## src/rtl/regfile_arb_pkg.sv

```systemverilog
// Shared types and widths for the register-file write-port arbiter.
package regfile_arb_pkg;

  localparam int unsigned XLEN   = 32;
  localparam int unsigned REG_AW = 5;
  localparam int unsigned NREGS  = 1 << REG_AW;

  // One buffered accelerator register write.
  typedef struct packed {
    logic [REG_AW-1:0] rd;
    logic [XLEN-1:0]   data;
  } acc_wr_t;

endpackage

```

## src/rtl/arb_fifo.sv

```systemverilog
// Synchronous FIFO of accelerator register writes.
// The pointers carry one bit beyond the address width, so full and empty
// are told apart without a separate flag.
module arb_fifo
  import regfile_arb_pkg::*;
#(
  parameter int unsigned DEPTH = 4
) (
  input  logic                   clk,
  input  logic                   reset,
  input  logic                   push,
  input  logic                   pop,
  input  acc_wr_t                din,
  output logic                   full,
  output logic                   empty,
  output logic [$clog2(DEPTH):0] count,
  output acc_wr_t                head
);

  localparam int unsigned AW = $clog2(DEPTH);

  logic [AW:0] wr_q, wr_d;
  logic [AW:0] rd_q, rd_d;
  acc_wr_t     mem_q [DEPTH];

  assign count = wr_q - rd_q;
  assign empty = (wr_q == rd_q);
  assign full  = (count == (AW+1)'(DEPTH));
  assign head  = mem_q[rd_q[AW-1:0]];

  // Pointer advance; overflow and underflow requests are ignored.
  always_comb begin
    wr_d = wr_q;
    rd_d = rd_q;
    if (push && !full) wr_d = wr_q + 1'b1;
    if (pop && !empty) rd_d = rd_q + 1'b1;
  end

  // Pointer registers, cleared by the active-low synchronous reset.
  always_ff @(posedge clk) begin
    if (!reset) begin
      wr_q <= '0;
      rd_q <= '0;
    end else begin
      wr_q <= wr_d;
      rd_q <= rd_d;
    end
  end

  // Entry storage; contents are meaningless while the slot is unoccupied.
  always_ff @(posedge clk) begin
    if (push && !full) mem_q[wr_q[AW-1:0]] <= din;
  end

endmodule

```

## src/rtl/regfile_wr_arbiter.sv

```systemverilog
// Register-file write-port arbiter: core writeback has priority, accelerator
// writes are buffered and drained in core-idle cycles, and a per-register
// pending scoreboard drives the decode hazard stall.
// Optional feature macro: ARB_STARVE_GUARD_EN (forced writeback bubble after
// STARVE_LIMIT consecutive blocked drains).
module regfile_wr_arbiter
  import regfile_arb_pkg::*;
#(
  parameter int unsigned DEPTH        = 4,
  parameter int unsigned STARVE_LIMIT = 8
) (
  input  logic                   clk,
  input  logic                   reset,
  input  logic                   wb_we,
  input  logic [4:0]             wb_rd,
  input  logic [31:0]            wb_data,
  input  logic                   acc_valid,
  output logic                   acc_ready,
  input  logic [4:0]             acc_rd,
  input  logic [31:0]            acc_data,
  input  logic [4:0]             dec_rs1,
  input  logic [4:0]             dec_rs2,
  input  logic [4:0]             dec_rd,
  output logic                   hazard_stall,
  output logic                   write_reg,
  output logic [4:0]             rd,
  output logic [31:0]            data_in,
  output logic [$clog2(DEPTH):0] fifo_count,
  output logic                   force_bubble
);

  if (DEPTH < 2 || (DEPTH & (DEPTH - 1)) != 0 || STARVE_LIMIT < 1) begin : g_bad_cfg
    $error("regfile_wr_arbiter: DEPTH must be a power of two >= 2 and STARVE_LIMIT >= 1");
  end

  logic             core_eff;
  logic             push;
  logic             pop;
  logic             full;
  logic             empty;
  acc_wr_t          head;
  acc_wr_t          din;
  logic [NREGS-1:0] busy_q, busy_d;

  assign core_eff = wb_we && (wb_rd != '0);
  assign pop      = !core_eff && !empty;

  // Full blocks acceptance even when the head drains this cycle, and a
  // register with a queued write may not be queued again.
  assign acc_ready = reset && !full && ((acc_rd == '0) || !busy_q[acc_rd]);
  assign push      = acc_valid && acc_ready && (acc_rd != '0);

  assign din.rd   = acc_rd;
  assign din.data = acc_data;

  arb_fifo #(
    .DEPTH (DEPTH)
  ) u_fifo (
    .clk   (clk),
    .reset (reset),
    .push  (push),
    .pop   (pop),
    .din   (din),
    .full  (full),
    .empty (empty),
    .count (fifo_count),
    .head  (head)
  );

  // Write-port mux: core pass-through, else FIFO head, else idle zeros.
  always_comb begin
    write_reg = 1'b0;
    rd        = '0;
    data_in   = '0;
    if (core_eff) begin
      write_reg = 1'b1;
      rd        = wb_rd;
      data_in   = wb_data;
    end else if (!empty) begin
      write_reg = 1'b1;
      rd        = head.rd;
      data_in   = head.data;
    end
  end

  // Scoreboard next state: drain clears, accept sets; the accept rule keeps
  // the two from ever naming the same register in one cycle.
  always_comb begin
    busy_d = busy_q;
    if (pop)  busy_d[head.rd] = 1'b0;
    if (push) busy_d[acc_rd]  = 1'b1;
    busy_d[0] = 1'b0;
  end

  // Scoreboard register.
  always_ff @(posedge clk) begin
    if (!reset) busy_q <= '0;
    else        busy_q <= busy_d;
  end

  assign hazard_stall = busy_q[dec_rs1] | busy_q[dec_rs2] | busy_q[dec_rd];

`ifdef ARB_STARVE_GUARD_EN
  localparam int unsigned SW = $clog2(STARVE_LIMIT + 1);

  logic [SW-1:0] starve_q, starve_d;
  logic          bubble_q, bubble_d;

  // Count consecutive blocked drains; on the limit, request one bubble and
  // restart. A non-empty FIFO that does not pop is necessarily blocked.
  always_comb begin
    starve_d = starve_q;
    bubble_d = 1'b0;
    if (empty || pop) begin
      starve_d = '0;
    end else if (starve_q == SW'(STARVE_LIMIT - 1)) begin
      starve_d = '0;
      bubble_d = 1'b1;
    end else begin
      starve_d = starve_q + 1'b1;
    end
  end

  // Starve counter and registered bubble request.
  always_ff @(posedge clk) begin
    if (!reset) begin
      starve_q <= '0;
      bubble_q <= 1'b0;
    end else begin
      starve_q <= starve_d;
      bubble_q <= bubble_d;
    end
  end

  assign force_bubble = bubble_q;
`else
  assign force_bubble = 1'b0;
`endif

endmodule

```

## config.mk

```make
export PLATFORM = sky130hd
export DESIGN_NAME = regfile_wr_arbiter
export DESIGN_NICKNAME = d
export VERILOG_FILES = /design/src/rtl/regfile_arb_pkg.sv /design/src/rtl/arb_fifo.sv /design/src/rtl/regfile_wr_arbiter.sv
export SDC_FILE = /design/constraint.sdc
export NUM_CORES = 1
export LEC_CHECK = 0
export CAP_MARGIN = 10
export CORE_ASPECT_RATIO = 0.7
export CORE_MARGIN = 2
export CORE_UTILIZATION = 54
export CTS_CLUSTER_SIZE = 25
export DETAILED_ROUTE_END_ITERATION = 16
export GPL_TIMING_DRIVEN = 0
export PLACE_DENSITY = 0.8
export SLEW_MARGIN = 0
export SYNTH_ARGS = -nofsm -noshare
export SYNTH_HDL_FRONTEND = slang
export SYNTH_SLANG_ARGS = --single-unit
```

## constraint.sdc

```tcl
create_clock -name clk -period 8.2 [get_ports clk]
set_input_delay 0.82 -clock clk [delete_from_list [all_inputs] [get_ports clk]]
set_output_delay 0.82 -clock clk [all_outputs]
set_load 0.02 [all_outputs]
```

==> metrics.csv <==
metric,value,unit
status,"finished, final reports clean",
CP arrival,3.90,ns
HP Class,reg2reg,
critical path peak fanout,10,
RSZ-0062 raised after global routing,false,
highest cell delay on the worst timing path,0.62,ns
"Seq/Total Area, Yosys",59.5,%
initial antenna violation count,0,
via count,6295,
CP Data Required Time,7.38,ns
Hold EP,u_fifo.wr_q[2]$_SDFFE_PN0P_,
layout cells sized above 1,15.5,%
First-pass DRT Iterations,5,
post-route ant nets,0,
Slew headroom,41.6,%
Peak VDD IR,0.176,mV
Post-synth EDFFs,148,
critical path class,in2out,
CTS Hold Bufs,0,
startpoint types,primary input,
Crit path max-delay family,buffers and inverters,
synthesis-to-layout area growth,26.3,%
crit-path most repeated cell,clkdlybuf4s50_1,
number of global-route vias before repair,6313,
power per cell area,269,nW/µm²
Ant. Diodes,0,
Filler cells,1077,
max-cap viol count,0,
clock transition time at the flip-flop clock pins of the worst setup and hold paths,0.07,ns
H-tree Lvls,4,
Worst-Skew Late Latency,0.43,ns
Mapped Cells,621,
Residual DRC,0,
largest net degree at the start of global routing,26,
Synth top area share,50.6,%
endpoints failing setup,0,
Wirelength per Cell,23.6,µm
Crit Reg-Reg Endpoint,u_fifo.mem_q[3][29]$_DFFE_PP_,
NumNets Final,881,
Die Ht,111,µm
clock net sink count,187,
Post-Synthesis Cell Area,8780,µm²
worst r2r src,u_fifo.wr_q[0]$_SDFFE_PN0P_,
Total Power,2.98,mW
Initial Util,56.0,%
setup TNS,0,ns
FP Rows,38,
fin crit share,57.5,%
"Distinct cells, synth",54,
cell taking the most area after synthesis,edfxtp_1,
Max Clock Freq,0.212,GHz
final hold slack,0.518,ns
post-DP HPWL,17.1,mm
Final min period,4.72,ns
worst reg2reg setup slack,4.49,ns
Bufs and invs on worst path,3,
worst hold start,u_fifo.wr_q[2]$_SDFFE_PN0P_,
Starting DRT DRC Count,769,
first-pass GRT wire length,36.5,mm
Max Slew Vio Count,0,
Synth area leaders,"edfxtp_1 51%, mux4_2 14%, dfxtp_1 8.9%",
drt total wl,23.4,mm
port bufs,131,
CTS tree,yes,
Setup WS post-layout,3.48,ns
Final Non-Filler Cells,993,
most common cell in the netlist,edfxtp_1,
WHS Path Cells,1,
Die ar.,17300,µm²
pre-CTS setup slack,3.55,ns
drt via density,6.34,
slew of the pin with the lowest slew margin,0.876,ns
total global-route track usage,28.1,%
reg2reg path depth,11,
"Setup Fix Bufs, Post-CTS",0,
core area,15700,µm²
Post-CTS Resized,0,
endpoint class of the critical path,output pin,
asr flop ratio synth,0,%
Fin. Hold Viols,0,
placed insts,961,
Syn Area/Cell,14.1,µm²
CTS buffer count,17,
CP max-delay cell,clkdlybuf4s50_1,
crit-path cells,"clkdlybuf4s50_1, or4_1, o21ai_1, clkbuf_1, nand3_1, nand2_1, clkdlybuf4s50_1",
post-synthesis register bit count,187,
Setup Skew,0.0126,ns
I/O pin count,137,
ys flop type,edfxtp_1,
Root Driver,clkbuf_16,
synth warn,0,
Die W,156,µm
Post-synth top cells,"148 x edfxtp_1, 84 x nand2_1, 56 x mux4_2",
syn_nets,722,
clock tree buffer depth,2,
Leakage,3.76,nW
routability cong.,0.981,
grt ovf,0,
-- registers in the layout, indices dropped and copies added, names as in the netlist, named ones only --
signal and count:
u_fifo.mem_q 148, busy_q 31, u_fifo.rd_q 3, u_fifo.wr_q 3
-- area by class of cell --
cell class | count | area, µm² | area share (%)
flip-flops and latches | 187 | 5230 | 47.1
well taps | 200 | 250 | 2.26
repair buffers | 140 | 1420 | 12.8
clock inverters | 15 | 188 | 1.69
clock buffers | 17 | 425 | 3.83
multi-input cells | 376 | 3320 | 29.9
plain buffers | 46 | 226 | 2.04
inverters | 12 | 45.0 | 0.406
-- through the flow --
stage | utilization, % | instance area [µm²]
floorplan | - | 8780
global placement | 65.9 | 10300
detailed placement | 66.8 | 10500
CTS | 70.7 | 11100
global route | 70.7 | 11100
finish | 70.7 | 11100
-- placed cells by master, fill, tap and decap left out, drive strengths merged, types with 3 or more instances in the layout --
cell	instances
nand2	84
a21oi	8
nand2b	6
mux2	3
clkdlybuf4s50	131
o41ai	7
mux4	56
edfxtp	148
o21ai	4
a31oi	3
mux2i	24
o22ai	4
clkbuf	47
o31ai	24
nand3b	10
nand3	43
nor2b	4
o211ai	32
clkinv	3
a2111oi	3
inv	23
and2	3
ha	7
dfxtp	39
nor3	6
buf	25
a22o	4
nor2	14
xnor2	3
-- kinds of logic (layout without fill, tap and decap cells) --
family,after synthesis,count (layout),share of synthesized area (%)
AO/OA/AOI/OAI,97,97,8.32
XOR/XNOR,4,4,0.484
adder cells (fa/ha/maj),8,8,1.23
buffers and inverters,58,230,3.09
flip-flops,187,187,59.5
multiplexers,83,83,17.5
other,1,1,0.0427
AND/OR/NAND/NOR,183,183,9.87
-- power breakdown --
group / internal [mW] / switching, mW
logic: 0.427 / 0.573
clock network: 0.444 / 0.396
registers: 1.11 / 0.0309
-- layer usage --
metal	routed length [µm]	GRT usage, %	vias up
li1	-	-	2786
met1	10000	42.5	3106
met2	10400	40.4	379
met3	2840	9.19	24
met4	208	5.69	0
met5	0	0	-
-- how the worst max path moves through the flow --
stage                         start                          end  slack (ns)  cells past startpoint
after floorplan           acc_rd[0]  u_fifo.wr_q[2]$_SDFFE_PN0P_        2.25                      8
after global placement    acc_rd[0]  u_fifo.wr_q[2]$_SDFFE_PN0P_       -1.42                      9
after detailed placement   wb_rd[2]                  data_in[24]        3.55                      7
after CTS                  wb_rd[2]                  data_in[24]        3.52                      7
after global routing       wb_rd[2]                  data_in[24]        3.35                      7
final                      wb_rd[2]                  data_in[24]        3.48                      7
Note: power is estimated with default switching activity, not from simulation.
